File: src/rtl/compare_sort_ctrl_pkg.sv
// Shared constants for the in-place byte sorter: FSM encodings, comparator bit
// positions, index sizing and the swap decision.
package compare_sort_ctrl_pkg;

    localparam logic [1:0] ST_IDLE  = 2'd0;
    localparam logic [1:0] ST_LOAD  = 2'd1;
    localparam logic [1:0] ST_CMP   = 2'd2;
    localparam logic [1:0] ST_DRAIN = 2'd3;

    localparam int CMP_GT = 2;
    localparam int CMP_EQ = 1;
    localparam int CMP_LT = 0;

    localparam int DEPTH_MAX = 8;
    localparam int IDX_W     = $clog2(DEPTH_MAX);

    // Equal operands never swap, which keeps the sort stable.
    function automatic logic want_swap(input logic [2:0] rel, input logic desc);
        return !rel[CMP_EQ] && (desc ? rel[CMP_LT] : rel[CMP_GT]);
    endfunction

endpackage

File: src/rtl/compare_sort_ctrl_cmp8.sv
// 8-bit magnitude comparator; one-hot relation of a to b, purely combinational.
module compare_sort_ctrl_cmp8
    import compare_sort_ctrl_pkg::*;
(
    input  logic [7:0] a,
    input  logic [7:0] b,
    output logic [2:0] rel
);

    always_comb begin
        rel         = '0;
        rel[CMP_GT] = (a > b);
        rel[CMP_EQ] = (a == b);
        rel[CMP_LT] = (a < b);
    end

endmodule

File: src/rtl/compare_sort_ctrl.sv
// Loads DEPTH bytes, bubble-sorts them in place with one shared comparator
// (one compare per clock, early exit on a clean pass), then drains the block.
module compare_sort_ctrl
    import compare_sort_ctrl_pkg::*;
#(
    parameter int DEPTH = 4,
    parameter bit ORDER = 1'b0
)(
    input  logic       clk,
    input  logic       rst_n,
    input  logic       in_valid,
    output logic       in_ready,
    input  logic [7:0] in_data,
    output logic       out_valid,
    input  logic       out_ready,
    output logic [7:0] out_data,
    output logic       out_last,
    output logic       busy,
    output logic [5:0] cmp_cnt
);

    localparam logic [IDX_W-1:0] LAST_IDX  = IDX_W'(DEPTH - 1);
    localparam logic [IDX_W-1:0] LAST_PASS = IDX_W'(DEPTH - 2);
    localparam logic [IDX_W-1:0] IDX_ONE   = IDX_W'(1);

    logic [1:0]       state;
    logic [7:0]       entry [DEPTH_MAX];
    logic [IDX_W-1:0] wr_idx;
    logic [IDX_W-1:0] rd_idx;
    logic [IDX_W-1:0] j;
    logic [IDX_W-1:0] pass;
    logic             swapped;

    logic [IDX_W-1:0] j_nxt;
    logic [IDX_W-1:0] j_end;
    logic [7:0]       cmp_a;
    logic [7:0]       cmp_b;
    logic [2:0]       rel;
    logic             do_swap;
    logic             pass_done;

    // Array is sized to the maximum depth so every index value is in range.
    assign j_nxt     = j + IDX_ONE;
    assign j_end     = LAST_PASS - pass;
    assign cmp_a     = entry[j];
    assign cmp_b     = entry[j_nxt];
    assign do_swap   = want_swap(rel, ORDER);
    assign pass_done = (j == j_end);

    compare_sort_ctrl_cmp8 u_cmp (
        .a   (cmp_a),
        .b   (cmp_b),
        .rel (rel)
    );

    always_ff @(posedge clk or negedge rst_n) begin
        if (!rst_n) begin
            state   <= ST_IDLE;
            wr_idx  <= '0;
            rd_idx  <= '0;
            j       <= '0;
            pass    <= '0;
            swapped <= 1'b0;
            cmp_cnt <= '0;
            for (int i = 0; i < DEPTH_MAX; i++) begin
                entry[i] <= '0;
            end
        end else begin
            case (state)
                ST_IDLE: begin
                    state <= ST_LOAD;
                end
                ST_LOAD: begin
                    if (in_valid) begin
                        entry[wr_idx] <= in_data;
                        if (wr_idx == '0) begin
                            cmp_cnt <= '0;
                        end
                        if (wr_idx == LAST_IDX) begin
                            wr_idx  <= '0;
                            j       <= '0;
                            pass    <= '0;
                            swapped <= 1'b0;
                            state   <= ST_CMP;
                        end else begin
                            wr_idx <= wr_idx + IDX_ONE;
                        end
                    end
                end
                ST_CMP: begin
                    if (cmp_cnt != 6'h3f) begin
                        cmp_cnt <= cmp_cnt + 6'd1;
                    end
                    if (do_swap) begin
                        entry[j]     <= cmp_b;
                        entry[j_nxt] <= cmp_a;
                    end
                    // Pass bookkeeping folds into the last compare of the pass.
                    if (pass_done) begin
                        if (!(swapped || do_swap) || (pass == LAST_PASS)) begin
                            rd_idx <= '0;
                            state  <= ST_DRAIN;
                        end else begin
                            pass    <= pass + IDX_ONE;
                            j       <= '0;
                            swapped <= 1'b0;
                        end
                    end else begin
                        j       <= j_nxt;
                        swapped <= swapped || do_swap;
                    end
                end
                ST_DRAIN: begin
                    if (out_ready) begin
                        if (rd_idx == LAST_IDX) begin
                            rd_idx <= '0;
                            state  <= ST_LOAD;
                        end else begin
                            rd_idx <= rd_idx + IDX_ONE;
                        end
                    end
                end
                default: begin
                    state <= ST_IDLE;
                end
            endcase
        end
    end

    assign in_ready  = (state == ST_LOAD);
    assign busy      = (state == ST_CMP);
    assign out_valid = (state == ST_DRAIN);
    assign out_data  = out_valid ? entry[rd_idx] : 8'h00;
    assign out_last  = out_valid && (rd_idx == LAST_IDX);

endmodule
File: config.mk
export PLATFORM = sky130hd
export DESIGN_NAME = compare_sort_ctrl
export DESIGN_NICKNAME = d
export VERILOG_FILES = /design/src/rtl/compare_sort_ctrl_pkg.sv /design/src/rtl/compare_sort_ctrl_cmp8.sv /design/src/rtl/compare_sort_ctrl.sv
export SDC_FILE = /design/constraint.sdc
export NUM_CORES = 1
export LEC_CHECK = 0
export BUFFER_PORTS_ARGS = -buffer_cell sky130_fd_sc_hd__buf_2
export CAP_MARGIN = 20
export CORE_MARGIN = 1.5
export CORE_UTILIZATION = 55
export CTS_CLUSTER_SIZE = 20
export DETAILED_ROUTE_END_ITERATION = 10
export GPL_ROUTABILITY_DRIVEN = 1
export PLACE_DENSITY = 0.7
export SETUP_SLACK_MARGIN = 0.4
export SLEW_MARGIN = 20
export SYNTH_ARGS = -nofsm -noshare
export SYNTH_HDL_FRONTEND = slang
export SYNTH_SLANG_ARGS = --single-unit
File: constraint.sdc
create_clock -name clk -period 4.9 [get_ports clk]
set_input_delay 0 -clock clk [delete_from_list [all_inputs] [get_ports clk]]
set_output_delay 0 -clock clk [all_outputs]
set_load 0.05 [all_outputs]
==> Word level (Yosys, flattened, before mapping) <==
Index checks and enable logic that the tools add are counted.
{ "totals": {"out_inout_bits": 18, "wordCells": 125, "reg_bits": 85, "input_bits": 12} }
{ "op_classes": {"n_addsub": 6, "bitwise": 4, "n_eq_ne": 20, "muxes": 52, "order_cmp": 8, "n_reduce_logical": 20} }
{ "ops": {"columns": ["cell", "count"], "rows": [
  ["$bwmux 64", 3],
  ["$mux 64", 2],
  ["$pmux 64 s2", 1],
  ["$mux 8", 10],
  ["$bmux 8 s3", 3],
  ["$demux 8 s3", 3],
  ["$mux 3", 11],
  ["$mux 6", 3],
  ["$pmux 3 s2", 3],
  ["$ge 4x4->1 const B", 4],
  ["$ne 2x1->1 const B", 8],
  ["$not 3->4", 4],
  ["$add 3x1->3 const B", 4],
  ["$lt 4x1->1 const B", 3],
  ["$mux 2", 6],
  ["$pmux 6 s2", 1],
  ["$reduce_and 4->1", 3],
  ["$eq 3x2->1 const B", 3],
  ["$eq 8x8->1", 1],
  ["$gt 8x8->1", 1],
  ["$pmux 2 s4", 1],
  ["$add 6x1->6 const B", 1],
  ["$ne 6x6->1 const B", 1],
  ["$reduce_and 6->1", 1],
  ["other kinds (17)", 29]
]} }

==> Longest topological paths before layout <==
{ "depth": {"depth_word": 14, "ltp_mapped": 16, "mapped_depth_nobuf": 14} }

==> Hierarchy <==
A second synthesis with hierarchy kept.
{ "hier_totals": {"hier_cells": 768, "hier_area_um2": 7594.8} }
{ "modules_own_cells": {"columns": ["mod", "cells_per_inst", "seq_area_each_um2", "instances", "area_each_um2"], "rows": [
  ["compare_sort_ctrl", 739, 2127.0, 1, 7369.6],
  ["compare_sort_ctrl_cmp8", 29, 0.0, 1, 225.2]
]} }

==> Worst setup path after synthesis <==
OpenSTA, ideal clock, no wires.
{ "synth_timing": {"path_type": "register to register", "startpoint": "register j[0]", "endpoint": "register entry[0] (netlist name)", "synth_period_minus_slack_ns": 3.719, "arrival_time_ns": 3.595, "stages_incl_launch_ff": 16, "required_ns": 4.775, "path_slack_ns": 1.181, "n_path_buf": 2, "setup_ns": 0.125, "cell_sequence": "dfrtp_1 > ha_1 > xor2_2 > buf_4 > mux2i_1 > o21ai_0 > mux2_2 > nor2_1 > ha_1 > nor2b_1 > o211ai_1 > a21oi_1 > o2111ai_2 > o32a_1 > buf_2 > mux2_2"} }
{ "synth_via": {"elab_chain_cells": 10, "elab_cells_between_ends": 29, "classes_between": "add/sub (1); order compare (5); eq/ne (2); mux (14); bitwise (2); reduce/logical (5)"} }
{ "synth_lines": {"columns": ["item", "line", "rtl"], "rows": [
  ["from (decl)", "compare_sort_ctrl.sv:30", "logic [IDX_W-1:0] j;"],
  ["from (signal assigned)", "compare_sort_ctrl.sv:109", "j <= j_nxt;"],
  ["branches (longest 10 deep; another with $gt 8x8->1)", null, null],
  ["to (signal, indexed assignment)", "compare_sort_ctrl.sv:75", "entry[wr_idx] <= in_data;"],
  ["to (signal, indexed assignment)", "compare_sort_ctrl.sv:95", "entry[j] <= cmp_b;"],
  ["to (signal, indexed assignment)", "compare_sort_ctrl.sv:96", "entry[j_nxt] <= cmp_a;"],
  ["to (decl)", "compare_sort_ctrl.sv:27", "logic [7:0] entry [DEPTH_MAX];"]
]} }
Several ways; the timed one is not identified. The select of a mux whose other input is x is not followed.
A chain may end at the register's enable or synchronous reset.

==> Final worst setup path <==
{ "layout_timing": {"startpoint": "register j[2]", "endpoint": "register entry[58] (netlist name)"} }
The elaborated chain is that of the path after synthesis.

==> key figures <==
Drt
  • DR WL/cell: approximately 26 um
  • Pre-antenna DRT Iters: 6
  • # DRC: 0
  • Post-route ant nets: 0
  • Via count: roughly 6300
  • Initial drt markers: 802
  • Drt via density: just over 7
  • Detailed Route WL: approximately 22000 um

Floorplan
  • Io pins: 30
  • Initial core utilization: 56.36%
  • Num rows: 40
  • Die Ht: 114.0 um
  • Core Area: 12010 um2
  • Die W: 114.0 um
  • Die footprint: 12980 um2

Pwr
  • Pwr per Cell Area: 773.2 nW/um2
  • Pleak: slightly above 3 nW
  • Worst VDD drop: 0.3895 mV
  • Tot Pwr: 5.725 mW

Setup path
  • Critical path's slowest cell: dfrtp_1
  • Worst endpoint required time: 5.14 ns
  • RR Endpoint: entry[58]
  • Crit path cell chain: buf_4 -> mux2_2 -> nand2_1 -> a31oi_1 -> a21oi_1 -> buf_4 -> inv_1 -> ha_1 -> nand4_1 -> a21oi_1 -> o2111ai_4 -> o21ai_4 -> mux2_2
  • CP arrival: 4.56 ns
  • Setup CP Type: reg2reg
  • Crit-path max cell delay: around 0.75 ns
  • Flop-to-flop setup slack: 0.58 ns
  • Crit-path max FO: 16
  • Delay-heaviest family, CP: compound AO/OA/AOI/OAI gates
  • R2R Path Start: j[2]
  • Number of buffers and inverters on the critical path: 3
  • CP Launch Type: register
  • Setup crit end kind: register
  • Worst reg2reg path depth: 13

GRT
  • Total gr overflow: 0
  • Via count of the first global-routing pass: 6089
  • All-Layer GR Usage: 35.97%
  • Wire length of the first global-routing pass: 34470 um
  • Initial antenna violation count: 0
  • Pin count of the biggest net entering global routing: 44

Final layout
  • Layout Nets: 750
  • Share of cells above drive strength 1: 24.86%
  • N_diodes: 0
  • # fillers: 1040
  • Layout overhead on the synthesized area: 9.351%
  • Multi-input combinational cell area: 4367 um2
  • Area occupied by registers: 2128 um2

Hold path
  • HP Class: in2reg
  • Hold_sp: in_data[7]
  • Worst hold stages: 4
  • Worst Hold End: entry[39]

CTS
  • CTS root buffer: clkbuf_16
  • H-tree levels: 3
  • CTS sink count: 85
  • Total clock buffers created by CTS: 9
  • Clk slew on worst S/H paths: about 0.060 ns
  • CTS max path bufs: 2
  • CTS tree: done
  • Clock Latency Late Sink: 0.36 ns

Synth
  • Yosys top cell by area: dfrtp_1
  • Synth top area cells: dfrtp_1 (31%), mux2_2 (12%), mux4_2 (7.3%)
  • Most used DFF post-synth: dfrtp_1
  • Netlist cell types: 61
  • Number of synthesized register bits: 85
  • Post-synth ARST share: 100.0%
  • Post-synth top area share: 31.42%
  • Ys Warns: 0
  • Synth Area per Inst: 9.590 um2
  • Mapped cell area: a little under 7000 um2
  • Syn_nets: 737
  • Gate Count Post-Synth: just over 700
  • Sequential area share after synthesis: 31.42%
  • Most instantiated library cell after synthesis: dfrtp_1
  • Top cell types by occurrence after synthesis: dfrtp_1 (85), mux2_2 (75), nor2_1 (47)
  • Post-synth EDFFs: 0

Timing
  • Endpoints failing hold: 0
  • Fmax: 0.2316 GHz
  • Post-Route Skew: 0.005990 ns
  • RSZ-0062 raised after global routing: true
  • Slew headroom: 24.24%
  • Slew Limit Fails: 0
  • Setup_tns: 0 ns
  • Fin crit period: 4.317 ns
  • Finish-stage setup viols: 0
  • Worst-Margin Slew: 1.128 ns
  • Period utilization: 88.11%

Place
  • GP Congestion: 0.9592
  • Post-detail-place hpwl: 15380 um
  • Buffers on Ports: 29

Run
  • Max_cap viols: 0

Status
  • Status: complete, no violations
final cells by class:
| cell class | count | share of cell area (%) |
|---|---|---|
| Clock inverter | 2 | 0.4732 |
| Clock buffer | 14 | 3.296 |
| Tap cell | 147 | 2.484 |
| Multi-Input combinational cell | 551 | 58.98 |
| Inverter | 18 | 0.9126 |
| Sequential cell | 85 | 28.75 |
| Timing Repair Buffer | 54 | 5.104 |
repair_timing:
item	in CTS	in global routing
cloned	0	0
pin swaps	0	1
endpoints found under the setup margin	4	64
endpoints found under the hold margin	43	0
setup buffers	0	1
hold buffers	2	0
gates resized for setup	1	6
worst max path at each step:
stage | startpoint | to | slack (ns) | cells after the start
final | j[2] | entry[58] | 0.58 | 13
after detailed placement | j[0] | entry[26] | 0.41 | 12
after floorplan | j[0] | entry[0] | 1.18 | 15
after global routing | j[0] | rd_idx[1] | 0.37 | 13
after CTS | j[0] | entry[12] | 0.40 | 12
after global placement | j[0] | entry[26] | 0.54 | 14
where the power goes:
part           internal (mW)  leakage (nW)  switching [mW]
Clock                  0.395         0.135           0.275
Combinational           1.46          1.83            2.16
Sequential             0.997          1.09           0.445
Total                   2.85          3.06            2.88
sequential cells by signal, summed over array words and instances, names as in the netlist:
signal   count
cmp_cnt      6
entry       64
j            3
pass         3
rd_idx       3
state        2
swapped      1
wr_idx       3
logic make-up (layout without fill, tap and decap cells):
family	count (synthesis)	after routing	share of synthesized area, %
buffers and inverters	70	88	4.546
adder cells (fa/ha/maj)	19	19	3.511
multiplexers	133	133	25.13
AO/OA/AOI/OAI	191	191	19.79
flip-flops	85	85	31.42
AND/OR/NAND/NOR	203	203	14.53
XOR/XNOR	5	5	1.072
worst register-to-register path: cells and delay by family (launching register included):
kind	cells	cell delay, ns
muxes	2	0.76
and+or+nand+nor	2	0.20
AOI/OAI and AO/OA	5	1.58
adders and majority gates	1	0.31
buffers and inverters	3	0.60
DFF	1	0.75
cell usage in the layout (no fill, tap or decap), types with 6 or more instances in the layout:
cell / Yosys / routed
dfrtp_1: 85 / 84
mux2_2: 75 / 75
nor2_1: 47 / 47
nand3_1: 46 / 46
nand2_1: 44 / 44
a21oi_1: 42 / 42
o21ai_0: 41 / 41
mux2i_1: 35 / 35
o221ai_1: 28 / 28
buf_2: 18 / 28
mux4_2: 22 / 22
buf_4: 2 / 21
ha_1: 19 / 19
inv_1: 18 / 18
nand2b_1: 17 / 17
nor2b_1: 15 / 15
o22ai_1: 11 / 11
o211ai_1: 11 / 11
nor3_1: 11 / 11
clkbuf_16: 0 / 9
a31oi_1: 7 / 7
a22o_1: 6 / 6
per-stage QoR:
stage | setup slack (ns) | std cells | hold slack, ns | cell area, um2 | utilization, %
3_3_place_gp | 0.5427 | 852 | 0.01866 | 7053 | 58.72
4_1_cts | 0.4008 | 870 | 0.09239 | 7353 | 61.22
2_1_floorplan | 1.181 | 706 | -0.2956 | 6770 | -
6_report | 0.5828 | 871 | 0.08929 | 7403 | 61.64
3_5_place_dp | 0.4148 | 852 | 0.01916 | 7053 | 58.72
5_1_grt | 0.3699 | 871 | 0.1305 | 7403 | 61.64
routing by layer:
metal | vias up | share of wire, % | track usage, %
met2 | 405 | 45 | 54.06
li1 | 2699 | - | -
met4 | 0 | 5.0 | 20.58
met3 | 96 | 11 | 8.608
met5 | - | 0 | 0
met1 | 3064 | 40 | 47.68
No activity file was read; power rests on OpenSTA's default activity.
